===== src/rtl/responder_arbiter.sv =====
// Four-contestant quiz arbiter: arm, first-press latch, countdown, buzzer.
// Optional FALSE_START_EN: presses while idle set sticky foul flags that mask winning.
module responder_arbiter #(
  parameter int CLK_FREQ    = 50_000_000,
  parameter int ANSWER_SEC  = 10,
  parameter int BEEP_CYCLES = 10_000_000
) (
  input  logic       clk,
  input  logic       rst_n,
  input  logic [3:0] press,
  input  logic       start,
  input  logic       clear,
  output logic [1:0] state,
  output logic [3:0] winner,
  output logic [3:0] sec_left,
  output logic       buzzer,
  output logic [3:0] foul
);

  localparam int PW = (CLK_FREQ > 1) ? $clog2(CLK_FREQ) : 1;
  localparam int BW = $clog2(BEEP_CYCLES + 1);

  typedef enum logic [1:0] {
    IDLE    = 2'd0,
    ARMED   = 2'd1,
    LOCKED  = 2'd2,
    TIMEOUT = 2'd3
  } st_t;

  st_t           st;
  logic [PW-1:0] presc;
  logic [BW-1:0] beep;
  logic [3:0]    eligible;
  logic [3:0]    first;
  logic          tick;

`ifdef FALSE_START_EN
  logic [3:0] foul_q;

  always_ff @(posedge clk or negedge rst_n) begin
    if (!rst_n) begin
      foul_q <= '0;
    end else if (clear) begin
      foul_q <= '0;
    end else if (st == IDLE) begin
      foul_q <= foul_q | press;
    end
  end

  assign foul     = foul_q;
  assign eligible = press & ~foul_q;
`else
  assign foul     = 4'b0000;
  assign eligible = press;
`endif

  // isolate the lowest set bit so ties go to the lowest index
  assign first  = eligible & (~eligible + 4'd1);
  assign tick   = (presc == PW'(CLK_FREQ - 1));
  assign state  = st;
  assign buzzer = (beep != '0);

  always_ff @(posedge clk or negedge rst_n) begin
    if (!rst_n) begin
      st       <= IDLE;
      winner   <= '0;
      sec_left <= '0;
      presc    <= '0;
      beep     <= '0;
    end else if (clear) begin
      st       <= IDLE;
      winner   <= '0;
      sec_left <= '0;
      presc    <= '0;
      beep     <= '0;
    end else begin
      if (beep != '0) begin
        beep <= beep - BW'(1);
      end
      unique case (st)
        IDLE: begin
          presc <= '0;
          if (start) begin
            st       <= ARMED;
            sec_left <= 4'(ANSWER_SEC);
          end
        end
        ARMED: begin
          if (eligible != 4'b0000) begin
            st     <= LOCKED;
            winner <= first;
            presc  <= '0;
            beep   <= BW'(BEEP_CYCLES);
          end else if (tick) begin
            presc <= '0;
            if (sec_left == 4'd1) begin
              st       <= TIMEOUT;
              sec_left <= 4'd0;
              beep     <= BW'(BEEP_CYCLES);
            end else begin
              sec_left <= sec_left - 4'd1;
            end
          end else begin
            presc <= presc + PW'(1);
          end
        end
        default: begin
          presc <= '0;
        end
      endcase
    end
  end

endmodule


===== config.mk =====
export PLATFORM = sky130hd
export DESIGN_NAME = responder_arbiter
export DESIGN_NICKNAME = d
export VERILOG_FILES = /design/src/rtl/responder_arbiter.sv
export SDC_FILE = /design/constraint.sdc
export NUM_CORES = 1
export LEC_CHECK = 0
export CAP_MARGIN = 40
export CORE_MARGIN = 5
export CORE_UTILIZATION = 50
export CTS_BUF_LIST = sky130_fd_sc_hd__clkbuf_4 sky130_fd_sc_hd__clkbuf_8 sky130_fd_sc_hd__clkbuf_16
export DETAILED_ROUTE_END_ITERATION = 8
export PLACE_DENSITY = 0.69
export SYNTH_ARGS = -nofsm -noshare
export SYNTH_HDL_FRONTEND = slang
export SYNTH_SLANG_ARGS = --single-unit

===== constraint.sdc =====
create_clock -name clk -period 3.71 [get_ports clk]
set_clock_uncertainty 0.1 [all_clocks]
set_input_delay 0.5565 -clock clk [delete_from_list [all_inputs] [get_ports clk]]
set_output_delay 0.5565 -clock clk [all_outputs]
set_load 0.005 [all_outputs]

Word level (Yosys, flattened, before mapping)
Index checks and enable logic that the tools add are counted.
{ "totals": {"output_inout_bits": 15, "register_bits": 60, "in_bits": 8, "elab_cells": 53} }
{ "op_classes": {"reduce_logical": 9, "n_mux": 25, "bitwise": 2, "n_eq_ne": 8, "add_sub_neg": 4} }
{ "ops": {"columns": ["operator", "n"], "rows": [
  ["$mux 24", 6],
  ["$mux 26", 4],
  ["$mux 4", 8],
  ["$add 26x1->26 const B", 1],
  ["$eq 26x26->1 const B", 1],
  ["$reduce_bool 24->1", 1],
  ["$sub 24x1->24 const B", 1],
  ["$mux 2", 5],
  ["$ne 3x3->1 const B", 3],
  ["$ne 4x4->1 const B", 2],
  ["$pmux 4 s2", 1],
  ["$reduce_and 4->1", 2],
  ["$add 4x1->4 const B", 1],
  ["$and 4x4->4", 1],
  ["$eq 4x1->1 const B", 1],
  ["$not 4->4", 1],
  ["$pmux 2 s2", 1],
  ["$reduce_bool 2->1", 2],
  ["$reduce_bool 4->1", 1],
  ["$sub 4x1->4 const B", 1],
  ["$reduce_bool 3->1", 1],
  ["$eq 2x1->1 const B", 1],
  ["$logic_not 2->1", 1],
  ["$reduce_and 2->1", 1]
]} }

Longest topological paths before layout
Gate-level depths: netlist of the first run.
{ "logic_depth": {"ltp_word": 7, "ltp_mapped": 9, "depth_no_buf": 7} }

Worst setup path after synthesis of the first run
Ideal clock, no wire load.
{ "synth_path": {"path_kind": "register to output", "from": "reg beep[11]", "to": "out buzzer", "stages_incl_launch_ff": 6, "path_slack_ps": 869, "arrival_time_ps": 2184, "required_ps": 3053, "path_buffers": 2, "cell_sequence": "dfrtp_1 -> or4_4 -> or4_4 -> buf_6 -> or4_4 -> buf_6"} }
{ "synth_between": {"elab_chain_cells": 1} }
{ "synth_rtl": {"columns": ["element", "line_no", "rtl"], "rows": [
  ["from (decl)", "32", "logic [BW-1:0] beep;"],
  ["from (signal assigned)", "78", "beep <= beep - BW'(1);"],
  ["from (signal assigned)", "93", "beep <= BW'(BEEP_CYCLES);"],
  ["from (signal assigned)", "99", "beep <= BW'(BEEP_CYCLES);"],
  ["$reduce_bool 24->1", "61", "assign buzzer = (beep != '0);"],
  ["to (decl)", "16", "output logic buzzer,"]
]} }
No other way between the ends.

Worst setup path after layout of the first run
{ "layout_path": {"from": "reg beep[4]", "to": "out buzzer"} }
Same word-level chain as after synthesis.

==> out/results.tsv, run 1 <==
stage	metric	value	unit
critical_path	rr_worst_depth	5	
grt	grt_pass1_vias	2538	
yosys	syn_area_per_cell	9.31	um^2
cts	htreeDepth	3	
detailed_routing	drt-total-wl	7020	um
critical_path	slowest_delay	0.62	ns
detailed_routing	drtPass1Iterations	4	
critical_path	cp-start-kind	flip-flop	
yosys	synth-edff-count	0	
cts	post_cts_buffers	0	
die	row_count	29	
timing	fin_crit_sh	0.967	
die	initial_utilization	0.520	
cts	ctsHoldBuffers	0	
power_and_ir_drop	total_leakage_power	1.52	nW
power_and_ir_drop	p_total	2.43	mW
cts	path_clk_slew	0.06	ns
yosys	netlist_area	3340	um^2
yosys	synth_flop_cell	dfrtp_1	
power_and_ir_drop	power_density	647	nW/um^2
layout	final_cells	461	
timing	setup-tns-final	0	ns
critical_path	critPathMaxFanout	11	
yosys	ys_ff_latch	60	
grt	grt_pass1_wl	12100	um
critical_path	worst-path-buf-inv	1	
critical_path	required	3.05	ns
die	dieWidth	91.7	um
die	io_pins	23	
placement	routabilityCongestion	0.849	
cts	cts.path.max_buffers	2	
critical_path	cp.depth	4	
yosys	async_flop_share	1.00	
detailed_routing	vias_per_cell	5.77	
yosys	synthTopCellsByCount	60 x dfrtp_1, 58 x nor2_1, 27 x xor2_1	
cts	cts-root-buf	clkbuf_8	
critical_path	crit_chain	or4_1 > or4_4 > or4_4 > clkdlybuf4s50_1	
grt	grt_max_degree	33	
cts	clock_latency	0.33	ns
critical_path	endpoint	buzzer	
critical_path	slowest_stage	or4_1	
layout	utilization	0.585	
detailed_routing	drc_errors	0	
job	maxCapViolCount	0	
yosys	synth_cell_type_count	48	
grt	grtUsageTotal	0.178	
critical_path	endpoint_kind	output pin	
cts	cts_buffers	9	
hold_path	hp-class	in -> async	
layout	n_antenna_cell	0	
die	die_h	91.7	um
status	status	finished, final reports clean	
timing	maxSlewViolCount	0	
timing	hold_violations	0	
layout	drive_gt1_frac	0.0833	
layout	num-fill-cells	545	
layout	multiInputGateArea	1700	um^2
timing	setup_violations	0	
placement	port_buffers	18	
die	core-area	6420	um^2
yosys	synth_seq_area_share	0.449	
critical_path	startpoint	beep[4]$_DFF_PN0_	
timing	tightest_slew	0.790	ns
critical_path	cp_common_cell	or4_4	
cts	ctsResizeCount	0	
placement	dpl.cell_count	445	
placement	hpwl	4920	um
detailed_routing	wl_per_cell	15.2	um
yosys	yosys_warnings	0	
timing	relSlewSlack	0.469	
yosys	synth_cells	359	
detailed_routing	vias	2662	
yosys	synth.most_common_cell	dfrtp_1	
power_and_ir_drop	peakVddDrop	0.000248	V
timing	timing.fmax	279	MHz
layout	num-nets-final	392	
layout	area_growth_syn_to_layout	12.5	%
yosys	synth_top_area_share	0.449	
critical_path	critical_path.top_delay_family	simple AND/OR/NAND/NOR gates	
critical_path	crit_type	reg -> out	
critical_path	rrSetupSlack	0.99	ns
yosys	yosysTopAreaCell	dfrtp_1	
cts	cts_sinks	60	
timing	rsz0062_at_grt	false	
timing	fin_crit	3.59	ns
critical_path	worstReg2RegStart	beep[4]$_DFF_PN0_	
cts	cts_tree	built	
critical_path	worstPathArrival	2.93	ns
grt	gr-total-overflow	0	
critical_path	reg2reg_to	beep[18]$_DFF_PN0_	
detailed_routing	drt_iter0_drc	134	
yosys	yosys-top-cells-area	dfrtp_1 45%, xor2_1 7.1%, nor2_1 6.5%	
layout	seq_area	1500	um^2
detailed_routing	antenna_left	0	
die	die_area	8420	um^2
grt	grt_antenna_before_repair	0	
## state kept, by name, indices dropped and copies added (netlist names)
register  flops
presc        26
winner        4
state         2
sec_left      4
beep         24
## layout by cell type, fill, tap and decap left out, drive strengths merged, types with 8 or more instances in the layout
cell,netlist,layout
dfrtp,60,60
nor2,58,58
xor2,27,27
nand2,22,22
nand3,17,17
clkdlybuf4s50,0,17
o21ai,16,16
nor4,15,15
nor3,15,15
xnor2,13,13
a21oi,12,12
clkbuf,8,11
nand4,10,10
or4,10,10
inv,9,9
and4,8,8
## cell families after synthesis
family	count (synthesis)	share of synthesized area
xor+xnor	40	0.105
buf+inv	25	0.0453
fa+ha+maj	5	0.0187
mux	1	0.00300
compound gates	48	0.0948
other cells	1	0.00112
flops	60	0.449
simple gates	179	0.283
## routing by layer
metal | vias to the layer above | GRT usage | part of all wire
met5 | - | 0 | 0
met4 | 0 | 0.0755 | 0.017
met3 | 11 | 0.0385 | 0.037
met2 | 54 | 0.266 | 0.45
met1 | 1275 | 0.250 | 0.50
li1 | 1322 | - | -
## final cells by class
cell class	count	share of cell area
multi-input cells	277	0.452
repair buffers	22	0.0556
well taps	77	0.0256
flip-flops and latches	60	0.399
clock inverters	5	0.0200
inverters	9	0.00899
clock buffers	11	0.0386
## power by group
group	total, mW	leakage, nW	internal [mW]	switching (mW)
clock	0.654	0.116	0.401	0.254
sequential	0.896	0.820	0.763	0.134
combinational	0.883	0.580	0.368	0.515
total	2.43	1.52	1.53	0.902
## worst min-delay path by stage
stage                         endpoint  slack [ns]  cells past startpoint
finish               beep[5]$_DFF_PN0_        0.17                      1
CTS                  beep[6]$_DFF_PN0_        0.18                      1
detailed placement  presc[0]$_DFF_PN0_        0.38                      1
global route         beep[5]$_DFF_PN0_        0.22                      1
floorplan            beep[0]$_DFF_PN0_        0.16                      0
global placement    presc[0]$_DFF_PN0_        0.36                      1
## per-stage QoR
stage          area [um^2]  hold slack, ns  worst slack [ns]
3_3_place_gp          3530           0.360             0.507
4_1_cts               3760           0.180             0.112
2_1_floorplan         3350           0.161             0.869
6_report              3760           0.175             0.122
5_1_grt               3760           0.222            0.0147
3_5_place_dp          3540           0.378             0.484
Power figures use the tool's default switching activity.
==> inputs of run 2 (changes only) <==
SKIP_LAST_GASP = 1   (was unset)
==> results of run 2 <==
The final DEF is identical to that of run 1; final timing and power are the same.
==> inputs of run 3 (changes only) <==
GPL_ROUTABILITY_DRIVEN = 0   (was unset)
clock period = 3.8 ns   (was 3.71 ns; I/O delays follow)
==> out/results.tsv, run 3 (synthesis gave the netlist of run 1 again) <==
stage	metric	value	unit	change
cts	ctsHoldBuffers	0		unchanged
grt	grt_pass1_wl	12400	um	+2.1%
critical_path	slowest_delay	0.64	ns	+0.02 ns
layout	top_register	presc		
critical_path	endpoint_kind	output pin		
grt	grt_antenna_before_repair	0		unchanged
die	row_count	29		unchanged
cts	cts_buffers	9		unchanged
detailed_routing	drtPass1Iterations	4		unchanged
layout	reg.largest.list	presc: 26 flops, beep: 24 flops		
critical_path	cp_common_cell	or4_4		
critical_path	worstPathArrival	2.98	ns	+0.05 ns
timing	timing.fmax	274	MHz	
timing	tightest_slew	0.848	ns	+0.0586 ns
detailed_routing	wl_met3	329	um	+25%
die	initial_utilization	0.520		unchanged
grt	grtUsageTotal	0.179		+0.00107
cts	ctsResizeCount	0		unchanged
detailed_routing	drc_errors	0		unchanged
power_and_ir_drop	power_density	622	nW/um^2	-3.9%
power_and_ir_drop	peakVddDrop	0.000261	V	+5.2%
detailed_routing	antenna_left	0		unchanged
critical_path	critPathMaxFanout	11		unchanged
placement	dpl.cell_count	444		-0.22%
cts	cts_tree	built		
placement	hpwl	5010	um	+1.9%
timing	fin_crit	3.65	ns	
critical_path	required	3.13	ns	+0.08 ns
cts	post_cts_buffers	0		unchanged
power_and_ir_drop	total_leakage_power	1.50	nW	-1.2%
layout	largest_register_ffs	26		unchanged
detailed_routing	met2_length	3330	um	+5.7%
cts	cts-root-buf	clkbuf_8		
timing	hold_violations	0		unchanged
detailed_routing	wl_per_cell	15.5	um	+2.0%
die	dieWidth	91.7	um	unchanged
cts	cts_sinks	60		unchanged
die	die_h	91.7	um	unchanged
layout	drive_gt1_frac	0.0783		-0.00500
layout	n_antenna_cell	0		unchanged
critical_path	rr_worst_depth	5		unchanged
layout	final_cells	460		-0.22%
layout	mostFrequentLayoutCells	60 x dfrtp_1, 58 x nor2_1, 27 x xor2_1		
layout	final_common_cell	dfrtp_1		
critical_path	critical_path.top_delay_family	simple AND/OR/NAND/NOR gates		
die	io_pins	23		unchanged
layout	fin_area	3730	um^2	-0.77%
job	maxCapViolCount	0		unchanged
timing	relSlewSlack	0.433		-0.0355
critical_path	crit_chain	or4_1 > or4_4 > or4_4 > clkdlybuf4s50_1		
power_and_ir_drop	p_total	2.32	mW	-4.6%
detailed_routing	vias	2691		+1.1%
timing	setup_ws	0.151	ns	+0.0287 ns
detailed_routing	top_layer	met4		
critical_path	slowest_stage	or4_1		
cts	clock_latency	0.34	ns	about the same
critical_path	cp.depth	4		unchanged
timing	setup-tns-final	0	ns	unchanged
timing	hold_slack	0.150	ns	-0.0248 ns
placement	placed_area	3520	um^2	-0.42%
cts	htreeDepth	3		unchanged
hold_path	hp-class	in -> async		
detailed_routing	drt_iter0_drc	88		-34%
layout	num-nets-final	391		-0.26%
die	die_area	8420	um^2	unchanged
critical_path	worst-path-buf-inv	1		unchanged
detailed_routing	drt-total-wl	7150	um	+1.8%
die	core-area	6420	um^2	unchanged
grt	grt_max_degree	33		unchanged
timing	rsz0062_at_grt	false		
critical_path	crit_type	reg -> out		
status	status	finished, final reports clean		
timing	fin_crit_sh	0.960		
cts	path_clk_slew	0.07	ns	about the same
layout	utilization	0.581		-0.00448
placement	place_ws	0.517	ns	+0.0330 ns
placement	port_buffers	18		unchanged
detailed_routing	vias_per_cell	5.85		+1.3%
cts	cts.path.max_buffers	2		unchanged
grt	gr-total-overflow	0		unchanged
critical_path	cp-start-kind	flip-flop		
timing	maxSlewViolCount	0		unchanged
detailed_routing	wirelength_met1	3400	um	-2.5%
grt	grt_pass1_vias	2609		+2.8%
layout	area_growth_syn_to_layout	11.7	%	
timing	setup_violations	0		unchanged
## run 3: worst paths after layout
| kind | start | to | slack [ns] |
|---|---|---|---|
| setup / recovery | beep[4]$_DFF_PN0_ | buzzer | 0.15 |
| hold / removal | rst_n | beep[1]$_DFF_PN0_ | 0.15 |
| setup reg to reg | beep[4]$_DFF_PN0_ | beep[18]$_DFF_PN0_ | 1.03 |
| hold reg to reg | presc[0]$_DFF_PN0_ | presc[0]$_DFF_PN0_ | 0.38 |
| max in group asynchronous | rst_n | state[0]$_DFFE_PN0P_ | 2.59 |
| min in group clk | presc[0]$_DFF_PN0_ | presc[0]$_DFF_PN0_ | 0.38 |
## run 3: cell type report
class	instances	area [um^2]
tap	77	96.3
multi-input combinational	277	1700
inverter	9	33.8
fill	586	2690
sequential	60	1500
clock inverter	4	47.5
clock buffer	12	159
timing repair buffer	21	194
## run 3: power by group
part           switching, mW  leakage [nW]  internal (mW)  total (mW)
combinational          0.497         0.573          0.350       0.846
sequential             0.133         0.820          0.745       0.878
clock                  0.253         0.106          0.344       0.597
## run 3: layer usage
layer	vias to the layer above	GRT usage
li1	1319	-
met1	1292	0.240
met2	72	0.286
met3	8	0.0401
met4	0	0.0631
met5	-	0
